**src/rtl/instr_fetch.sv**
```systemverilog
// Instruction fetch: issues in-order word reads to imem, buffers {pc, instr} in a
// small FIFO for decode, and flushes on execute redirects.
module instr_fetch #(
  parameter logic [31:0] RESET_VEC = 32'h0000_0000,
  parameter int unsigned DEPTH     = 4
) (
  input  logic        i_clk,
  input  logic        i_rst_n,
  output logic        o_imem_req,
  output logic [31:0] o_imem_addr,
  input  logic        i_imem_gnt,
  input  logic        i_imem_rvalid,
  input  logic [31:0] i_imem_rdata,
  input  logic        i_redirect,
  input  logic [31:0] i_redirect_pc,
  output logic        o_valid,
  input  logic        i_ready,
  output logic [31:0] o_instr,
  output logic [31:0] o_pc,
  output logic [6:0]  o_opcode
);
  localparam int PW = (DEPTH > 1) ? $clog2(DEPTH) : 1;
  localparam int CW = $clog2(DEPTH + 1);
  localparam logic [CW:0] DEPTH_W = (CW+1)'(DEPTH);
  localparam logic [31:0] NOP = 32'h0000_0013;

  logic [31:0]   fetch_pc_q, fetch_pc_d, resp_pc_q, resp_pc_d;
  logic [CW-1:0] outst_q, outst_d, drop_q, drop_d, count_q, count_d;
  logic [PW-1:0] rd_ptr_q, rd_ptr_d, wr_ptr_q, wr_ptr_d;
  logic [31:0]   pc_mem_q [DEPTH];
  logic [31:0]   pc_mem_d [DEPTH];
  logic [31:0]   instr_mem_q [DEPTH];
  logic [31:0]   instr_mem_d [DEPTH];

  logic [CW:0]   inflight;
  logic [31:0]   redir_pc;
  logic          head_vld, grant, push, pop;

  // Credit covers both words still owed by memory and words already buffered,
  // so a returning response always finds a free FIFO slot.
  assign inflight    = {1'b0, outst_q} + {1'b0, count_q};
  assign redir_pc    = i_redirect_pc & 32'hFFFF_FFFC;
  assign o_imem_req  = i_rst_n & ~i_redirect & (inflight < DEPTH_W);
  assign o_imem_addr = fetch_pc_q;

  assign head_vld = i_rst_n & (count_q != '0);
  assign o_valid  = head_vld & ~i_redirect;
  assign o_instr  = head_vld ? instr_mem_q[rd_ptr_q] : NOP;
  assign o_pc     = head_vld ? pc_mem_q[rd_ptr_q] : '0;
  assign o_opcode = o_instr[6:0];

  assign grant = o_imem_req & i_imem_gnt;
  assign pop   = o_valid & i_ready;
  assign push  = ~i_redirect & i_imem_rvalid & (drop_q == '0);

  always_comb begin
    fetch_pc_d  = fetch_pc_q;
    resp_pc_d   = resp_pc_q;
    outst_d     = outst_q;
    drop_d      = drop_q;
    count_d     = count_q;
    rd_ptr_d    = rd_ptr_q;
    wr_ptr_d    = wr_ptr_q;
    pc_mem_d    = pc_mem_q;
    instr_mem_d = instr_mem_q;
    if (i_redirect) begin
      // Every response still owed after this cycle belongs to the old stream.
      fetch_pc_d = redir_pc;
      resp_pc_d  = redir_pc;
      outst_d    = outst_q - CW'(i_imem_rvalid);
      drop_d     = outst_q - CW'(i_imem_rvalid);
      count_d    = '0;
      rd_ptr_d   = '0;
      wr_ptr_d   = '0;
    end else begin
      if (grant) fetch_pc_d = fetch_pc_q + 32'd4;
      outst_d = outst_q + CW'(grant) - CW'(i_imem_rvalid);
      if (i_imem_rvalid && drop_q != '0) drop_d = drop_q - CW'(1);
      if (push) begin
        pc_mem_d[wr_ptr_q]    = resp_pc_q;
        instr_mem_d[wr_ptr_q] = i_imem_rdata;
        wr_ptr_d              = wr_ptr_q + PW'(1);
        resp_pc_d             = resp_pc_q + 32'd4;
      end
      if (pop) rd_ptr_d = rd_ptr_q + PW'(1);
      count_d = count_q + CW'(push) - CW'(pop);
    end
  end

  always_ff @(posedge i_clk) begin
    if (!i_rst_n) begin
      fetch_pc_q <= RESET_VEC;
      resp_pc_q  <= RESET_VEC;
      outst_q    <= '0;
      drop_q     <= '0;
      count_q    <= '0;
      rd_ptr_q   <= '0;
      wr_ptr_q   <= '0;
    end else begin
      fetch_pc_q <= fetch_pc_d;
      resp_pc_q  <= resp_pc_d;
      outst_q    <= outst_d;
      drop_q     <= drop_d;
      count_q    <= count_d;
      rd_ptr_q   <= rd_ptr_d;
      wr_ptr_q   <= wr_ptr_d;
    end
  end

  // Storage needs no reset; count_q alone decides what is visible.
  always_ff @(posedge i_clk) begin
    pc_mem_q    <= pc_mem_d;
    instr_mem_q <= instr_mem_d;
  end

endmodule

```
**config.mk**
```make
export PLATFORM = sky130hd
export DESIGN_NAME = instr_fetch
export DESIGN_NICKNAME = d
export VERILOG_FILES = /design/src/rtl/instr_fetch.sv
export SDC_FILE = /design/constraint.sdc
export NUM_CORES = 1
export LEC_CHECK = 0
export ABC_AREA = 1
export CAP_MARGIN = 30
export CORE_MARGIN = 2
export CORE_UTILIZATION = 45
export CTS_BUF_LIST = sky130_fd_sc_hd__clkbuf_8
export DETAILED_ROUTE_END_ITERATION = 12
export PLACE_DENSITY = 0.67
export SYNTH_ARGS = -nofsm -noshare
export SYNTH_HDL_FRONTEND = slang
export SYNTH_SLANG_ARGS = --single-unit
```
**constraint.sdc**
```tcl
create_clock -name i_clk -period 11.25 [get_ports i_clk]
set_input_delay 2.25 -clock i_clk [delete_from_list [all_inputs] [get_ports i_clk]]
set_output_delay 2.25 -clock i_clk [all_outputs]
set_load 0.01 [all_outputs]
```
==> metrics.cfg, run 1 <==
[die]
io-pin-count = 175
row_count = 65
fp.dieW_um = 184
core_area_mm2 = 0.0317
initial_utilization = 0.459
die_area_mm2 = 0.0338
die_height_um = 184

[worst_setup_path]
worstSetupStartpoint = i_rst_n
reg2reg_to = instr_mem_q[111]$_DFFE_PP_
path_cells = clkdlybuf4s50_1 -> buf_4 -> nand2_2 -> buf_4 -> inv_1 -> o311ai_0 -> clkdlybuf4s50_1
reg2reg_depth = 8
rrSetupSlack_ns = 8.12
crit_family = buffers and inverters
cp-end-kind = output port
critPathMaxStageDelay_ns = 0.66
cp.required_ns = 9.00
cp.arrival_ns = 4.80
worstReg2RegStart = drop_q[0]$_SDFFE_PN0P_
cp-endpoint = o_opcode[0]
crit_slowest_cell = clkdlybuf4s50_1
path_buf_inv = 5
crit_fanout = 60
crit_cells = 7
path_class = input pin to output port
crit_path_start_kind = input pin

[cells_and_area]
final_nets = 1799
area_growth_pct = 19.8
antenna_cells = 0
drive_gt1_frac = 0.0663

[synth]
yosys.cell_types.count = 44
yosysWarnings = 0
synthArstFlopShare = 0
synth_top_cell_area_share = 0.511
synth-seq-cells = 321
synthFlopType = edfxtp_1
synth_edf_count = 248
netlist_area_mm2 = 0.0146
yosys-top-cells-area = edfxtp_1 (51%), dfxtp_1 (10%), nor2_1 (8.8%), nand2_1 (6.0%), o21ai_0 (5.8%)
ys_seq_area_frac = 0.612
yosys.area.top_type = edfxtp_1
synthMostInstantiatedCell = nor2_1
synthCells = 1554
syn_area_per_cell_um2 = 9.37
synth_common_cells = nor2_1 (343), edfxtp_1 (248), nand2_1 (234), o21ai_0 (168), a21oi_1 (123)

[power_and_ir_drop]
leakagePower_nw = 6.22
power_density_mw_per_mm2 = 143
vdd_ir_drop_max_mv = 0.0796

[detailed_routing]
first_iter_violations = 885
antenna_left = 0
wirelength_um = 36100
avgRoutedWirePerCell_um = 16.8
routed_via_density = 5.25
num_vias = 11300
drc_errors = 0
first_pass_iters = 6

[place]
dp_hpwl_um = 21900
place_ws_ns = 4.16
numPortBuffers = 168
gp_congestion = 0.864

[clock_tree]
cts_htree_levels = 2
insertion_delay_ns = 0.58
cts_buffer_depth = 3
cts-root-buf = clkbuf_8
cts_hold_buf = 0
clk_pin_slew_ns = 0.06
cts-buffers-inserted = 52
tritoncts = yes
post_cts_buffers = 0
post_cts_resized = 0
cts.sinks = 321

[sta]
worst_slew_pin_slew_ns = 0.932
hold_viol = 0
fin_ws_ns = 4.20
slew_headroom = 0.379
fmax_mhz = 142
fin_crit_ns = 7.05
setup-violations-final = 0
post-route-period-util = 0.626
rsz0062_at_grt = no
slew_violations = 0
clock_skew_ns = 0.0281
fin_setup_tns_ns = 0

[global_route]
grt_max_degree = 84
grt_use_total = 0.213
antenna_found_initial = 0
first_global_vias = 10500
grt_pass1_wl_um = 56300
grt-ovfl-total = 0

[hold_path]
hold_path.class = flip-flop to flip-flop

[outcome]
outcome = complete, no violations

[run]
maxCapViolCount = 0

-- metrics by stage --
stage	util	hold WS [ns]	total power, W	area [µm²]	std cells
finish	0.550	0.504	0.00250	17500	2151
global route	0.550	0.563	0.00260	17500	2151
floorplan	-	0.461	0.00148	14600	1557
detailed placement	0.520	0.495	0.00158	16500	2059
CTS	0.550	0.507	0.00251	17500	2151
global placement	0.520	0.483	0.00157	16500	2059
-- how the worst min path moves through the flow --
stage,startpoint,end,slack [ns],depth (start not counted)
finish,drop_q[2]$_SDFFE_PN0P_,drop_q[2]$_SDFFE_PN0P_,0.50,2
detailed placement,drop_q[1]$_SDFFE_PN0P_,drop_q[1]$_SDFFE_PN0P_,0.49,2
global route,drop_q[2]$_SDFFE_PN0P_,drop_q[2]$_SDFFE_PN0P_,0.56,2
CTS,drop_q[2]$_SDFFE_PN0P_,drop_q[2]$_SDFFE_PN0P_,0.51,2
floorplan,count_q[2]$_SDFF_PP0_,count_q[2]$_SDFF_PP0_,0.46,2
global placement,drop_q[1]$_SDFFE_PN0P_,drop_q[1]$_SDFFE_PN0P_,0.48,2
-- metal layers --
layer / global-route usage / wire, µm / vias up / share of wire
li1: - / - / 5563 / -
met1: 0.291 / 15800 / 5284 / 0.44
met2: 0.349 / 16700 / 389 / 0.46
met3: 0.0390 / 2970 / 48 / 0.082
met4: 0.0570 / 651 / 0 / 0.018
met5: 0 / 0 / - / 0
-- registers in the layout (all words and copies together), names as in the netlist --
name / count
o_imem_addr: 30
outst_q: 3
drop_q: 3
rd_ptr_q: 2
pc_mem_q: 120
instr_mem_q: 128
wr_ptr_q: 2
count_q: 3
resp_pc_q: 30
-- power by group --
part / switching, W / internal [W] / total [W]
logic: 0.000119 / 0.0000823 / 0.000201
registers: 0.0000365 / 0.00132 / 0.00136
clock network: 0.000461 / 0.000480 / 0.000940
-- final cells by class --
type                            count  area [µm²]
Tap cell                          402         503
Clock inverter                     37         209
Inverter                          106         403
Fill cell                        2810       14300
Timing Repair Buffer              181        1770
Sequential cell                   321        8910
Multi-Input combinational cell   1049        4900
Clock buffer                       55         757
-- layout by cell type (no fill, tap or decap), types with 3 or more instances in the layout --
cell type / netlist / routed
a31oi_1: 12 / 12
edfxtp_1: 248 / 248
nand4_1: 9 / 9
o22ai_1: 5 / 5
o21ai_0: 168 / 168
buf_4: 14 / 13
inv_2: 4 / 4
nand3_1: 78 / 78
clkinvlp_4: 0 / 3
nor2_1: 343 / 339
clkinv_1: 1 / 14
conb_1: 1 / 4
nand2_1: 234 / 233
xor2_1: 7 / 7
o311ai_0: 3 / 3
o21ai_1: 5 / 5
inv_1: 100 / 110
clkbuf_8: 0 / 55
o31ai_1: 3 / 3
nor2_2: 8 / 8
nor2_4: 4 / 8
dfxtp_1: 73 / 71
clkinv_2: 0 / 6
ha_1: 16 / 16
clkdlybuf4s50_1: 0 / 167
or2_2: 3 / 3
and2_1: 4 / 4
a21oi_1: 123 / 123
-- tightest hold or removal path, cell delays in order (launching register included) --
cell,delay (ns)
dfxtp_1,0.31
nand3_1,0.07
a31oi_1,0.06
-- logic make-up after synthesis --
logic type               after synthesis  synth area share
AND/OR/NAND/NOR                      695             0.197
flip-flops                           321             0.612
adder cells (fa/ha/maj)               18            0.0165
AO/OA/AOI/OAI                        323             0.114
XOR/XNOR                               9           0.00541
buffers and inverters                187            0.0552
other                                  1          0.000257
Power figures use the tool's default switching activity.
==> run 2: changes to the inputs <==
Clock period 11.25 ns to 6.7 ns, I/O delays scaled along.
==> metrics.cfg, run 2 (synthesis gave the netlist of run 1 again) <==
[outcome]
outcome = complete, no violations

[clock_tree]
post_cts_buffers = 0
cts.sinks = 321
cts_buffer_depth = 3
insertion_delay_ns = 0.59
cts_hold_buf = 0
post_cts_resized = 0
cts_htree_levels = 2
cts-buffers-inserted = 53
cts-root-buf = clkbuf_8
tritoncts = yes
clk_pin_slew_ns = 0.06

[hold_path]
whs_path_depth = 2
worstHoldStart = drop_q[2]$_SDFFE_PN0P_
hold_path.class = flip-flop to flip-flop

[worst_setup_path]
cp.arrival_ns = 3.58
path_cells = clkdlybuf4s50_1 -> nand2_2 -> buf_4 -> inv_1 -> o311ai_0 -> clkdlybuf4s50_1
path_class = input pin to output port
cp-endpoint = o_instr[1]
crit_path_start_kind = input pin
worstReg2RegStart = drop_q[0]$_SDFFE_PN0P_
reg2reg_depth = 12
critPathMaxStageDelay_ns = 0.67
cp-end-kind = output port
cp.required_ns = 5.36
reg2reg_to = count_q[2]$_SDFF_PP0_
crit_fanout = 25
rrSetupSlack_ns = 3.40
crit_top_cell = clkdlybuf4s50_1
worstSetupStartpoint = i_rst_n
crit_slowest_cell = clkdlybuf4s50_1

[sta]
fin_ws_ns = 1.78
setup-violations-final = 0
fin_crit_ns = 4.92
post-route-period-util = 0.734
rsz0062_at_grt = no
fmax_mhz = 203
fin_setup_tns_ns = 0
clock_skew_ns = 0.0270
hold_viol = 0
slew_headroom = 0.355
slew_violations = 0
worst_slew_pin_slew_ns = 0.967

[die]
core_area_mm2 = 0.0317
fp.dieW_um = 184
row_count = 65
die_height_um = 184
io-pin-count = 175
die_area_mm2 = 0.0338
initial_utilization = 0.459

[power_and_ir_drop]
pwr-share-comb = 0.080
intPower_w = 0.00320
power.total_w = 0.00424
clkPwrFrac = 0.383
switchingPower_w = 0.00103
power_density_mw_per_mm2 = 241
seq_power_share = 0.537
sw_frac_of_total = 0.244
leakagePower_nw = 6.31
vdd_ir_drop_max_mv = 0.117

[cells_and_area]
largest_reg_flops = 128
layout_commonest_cell = nor2_1
reg_top3 = instr_mem_q (128), pc_mem_q (120)
final_nets = 1801
area_growth_pct = 20.6
fillCellCount = 2788
final_core_util = 0.554
layout_common_cells = nor2_1 (339), edfxtp_1 (248), nand2_1 (233)
drive_gt1_frac = 0.0671
antenna_cells = 0
regMostFlops = instr_mem_q
stdcell_count = 2160

[global_route]
grt-ovfl-total = 0
grt_max_degree = 76
grt_use_total = 0.213
grt_pass1_wl_um = 56500
first_global_vias = 10800
antenna_found_initial = 0

[place]
gp_congestion = 0.871
dp_hpwl_um = 22700
place_inst = 2060
place_ws_ns = 1.77
numPortBuffers = 168

[detailed_routing]
first_pass_iters = 5
first_iter_violations = 958
avgRoutedWirePerCell_um = 16.8
num_vias = 11400
wirelength_um = 36200
antenna_left = 0
drc_errors = 0
routed_via_density = 5.28

[run]
maxCapViolCount = 0

[run 2: changes by cell type in the layout (fill, tap and decap cells not counted)]
cell / before / now
clkinv_2: 6 / 7
buf_4: 13 / 11
inv_1: 110 / 118
clkinv_4: 2 / 1
inv_6: 1 / 0
clkinv_1: 14 / 13
clkinvlp_4: 3 / 1
inv_8: 2 / 0
buf_12: 0 / 3
clkinv_8: 0 / 2
clkbuf_8: 55 / 59
[run 2: worst max-delay path: cells and delay by family]
family                 cells  cell delay (ns)
AO/OA/AOI/OAI              1             0.21
buffers and inverters      4             1.64
AND/OR/NAND/NOR            1             0.38
[run 2: routing by layer]
metal	vias up	wire, µm	track usage
met1	5349	16100	0.287
met4	0	901	0.0784
li1	5578	-	-
met5	-	0	0
met3	64	2490	0.0396
met2	422	16700	0.346
[run 2: area by class of cell]
class | count | area (µm²) | area share
Clock buffer | 59 | 812 | 0.0462
Clock inverter | 41 | 218 | 0.0124
Multi-Input combinational cell | 1049 | 4900 | 0.279
Timing Repair Buffer | 182 | 1820 | 0.104
Inverter | 106 | 403 | 0.0229
Tap cell | 402 | 503 | 0.0286
Sequential cell | 321 | 8910 | 0.507
[run 2: power groups by stage]
stage | Combinational (W) | Sequential, W | Clock [W]
final | 0.000338 | 0.00228 | 0.00162
after global routing | 0.000380 | 0.00228 | 0.00175
after CTS | 0.000338 | 0.00227 | 0.00166
after detailed placement | 0.000336 | 0.00231 | 0
after global placement | 0.000329 | 0.00231 | 0
after floorplan | 0.000187 | 0.00230 | 0
[run 2: metrics by stage]
step,hold slack [ns],cell area [µm²]
6_report,0.503,17600
3_5_place_dp,0.493,16500
5_1_grt,0.538,17600
3_3_place_gp,0.482,16500
2_1_floorplan,0.461,14600
4_1_cts,0.499,17600
[run 2: worst min path at each step]
stage | end | slack [ns]
floorplan | count_q[2]$_SDFF_PP0_ | 0.46
global placement | drop_q[1]$_SDFFE_PN0P_ | 0.48
CTS | drop_q[2]$_SDFFE_PN0P_ | 0.50
global route | drop_q[2]$_SDFFE_PN0P_ | 0.54
finish | drop_q[2]$_SDFFE_PN0P_ | 0.50
detailed placement | drop_q[2]$_SDFFE_PN0P_ | 0.49
==> run 3: changes to the inputs <==
Clock period 6.7 ns to 4.78 ns, I/O delays scaled along.
==> metrics.cfg, run 3 (synthesis gave the netlist of run 1 again) <==
[power_and_ir_drop]
leakagePower_nw = 6.33
intPower_w = 0.00442
clkPwrFrac = 0.369
vdd_ir_drop_max_mv = 0.165
pwr-share-comb = 0.083
seq_power_share = 0.548
power.total_w = 0.00582
switchingPower_w = 0.00140
sw_frac_of_total = 0.241
power_density_mw_per_mm2 = 331

[sta]
clock_skew_ns = 0.0157
hold_ws_ns = 0.503
fin_setup_tns_ns = 0
fin_crit_ns = 4.11
worst_slew_pin_slew_ns = 0.891
rsz0062_at_grt = no
post-route-period-util = 0.860
setup-violations-final = 0
slew_violations = 0
slew_headroom = 0.405
fmax_mhz = 243
hold_viol = 0

[worst_setup_path]
cp.required_ns = 3.82
crit_fanout = 40
path_class = flip-flop to output port
crit_path_start_kind = flip-flop
cp-end-kind = output port
cp.arrival_ns = 3.16

[clock_tree]
cts_htree_levels = 2
post_cts_buffers = 0
cts-root-buf = clkbuf_8
cts-buffers-inserted = 51
cts_buffer_depth = 3
post_cts_resized = 0
cts.sinks = 321
clk_pin_slew_ns = 0.06
insertion_delay_ns = 0.56
cts_hold_buf = 0
tritoncts = yes

[detailed_routing]
first_pass_iters = 5
num_vias = 11400
routed_via_density = 5.24
first_iter_violations = 932
wirelength_um = 36000
antenna_left = 0
drc_errors = 0
avgRoutedWirePerCell_um = 16.6

[cells_and_area]
area_growth_pct = 20.7
final_nets = 1809
antenna_cells = 0
layout_common_cells = nor2_1 (339), edfxtp_1 (248), nand2_1 (233)
reg_top3 = instr_mem_q (128), pc_mem_q (120)
regMostFlops = instr_mem_q
layout_commonest_cell = nor2_1
largest_reg_flops = 128
drive_gt1_frac = 0.0709

[place]
dp_hpwl_um = 22900
numPortBuffers = 168
gp_congestion = 0.857

[global_route]
grt-ovfl-total = 0
antenna_found_initial = 0
first_global_vias = 10500
grt_max_degree = 63
grt_use_total = 0.209
grt_pass1_wl_um = 55200

[die]
row_count = 65
initial_utilization = 0.459
die_height_um = 184
fp.dieW_um = 184
io-pin-count = 175
die_area_mm2 = 0.0338
core_area_mm2 = 0.0317

[run]
maxCapViolCount = 0

[hold_path]
hold_path.class = flip-flop to flip-flop

[outcome]
outcome = complete, no violations

==> run 3: changes by cell type in the layout (fill, tap and decap cells not counted) <==
cell / delta
inv_6: +2
clkinv_8: -2
bufinv_16: -1
buf_12: +1
clkbuf_8: -1
buf_4: +9
clkinvlp_4: -1
clkinv_1: -2
==> run 3: layer usage <==
layer | vias up | share of wire | GRT usage
met1 | 5294 | 0.44 | 0.282
met3 | 62 | 0.078 | 0.0396
li1 | 5598 | - | -
met4 | 0 | 0.023 | 0.0643
met2 | 398 | 0.46 | 0.342
met5 | - | 0 | 0
==> run 3: metrics by stage <==
| step | instances | worst slack [ns] | instance area (µm²) | utilization |
|---|---|---|---|---|
| 3_5_place_dp | 2070 | 0.745 | 16600 | 0.524 |
| 6_report | 2165 | 0.668 | 17600 | 0.554 |
| 3_3_place_gp | 2070 | 0.775 | 16600 | 0.524 |
| 2_1_floorplan | 1557 | 0.289 | 14600 | - |
| 4_1_cts | 2165 | 0.588 | 17600 | 0.554 |
| 5_1_grt | 2165 | 0.446 | 17600 | 0.554 |
==> run 3: power groups by stage <==
stage                     Sequential, W  Clock (W)  Combinational, W
after detailed placement        0.00324          0          0.000480
after global placement          0.00324          0          0.000471
after floorplan                 0.00323          0          0.000263
after global routing            0.00320    0.00234          0.000538
final                           0.00319    0.00215          0.000482
after CTS                       0.00319    0.00220          0.000484
==> run 3: final cells by class <==
cell class,count,area [µm²]
clock buffers,58,798
clock inverters,37,158
fillers,2790,14100
inverters,106,403
multi-input cells,1049,4900
flip-flops and latches,321,8910
well taps,402,503
repair buffers,192,1910
==> run 3: path summary, 6_finish.rpt <==
check                           startpoint  slack, ns               endpoint  depth (start not counted)
setup reg to reg     outst_q[2]$_SDFF_PN0_       2.04  outst_q[2]$_SDFF_PN0_                         14
hold reg to reg      count_q[2]$_SDFF_PP0_       0.50  count_q[2]$_SDFF_PP0_                          2
setup / recovery  rd_ptr_q[1]$_SDFFE_PP0P_       0.67            o_instr[31]                          6
hold / removal       count_q[2]$_SDFF_PP0_       0.50  count_q[2]$_SDFF_PP0_                          2
==> run 3: worst max-delay path, cell delays in order (launching register included) <==
cell and delay (ns):
dfxtp_2 0.72, inv_2 0.52, buf_4 0.36, nor2_1 0.13, o21ai_0 0.09, a21oi_1 0.19
clkdlybuf4s50_1 0.57
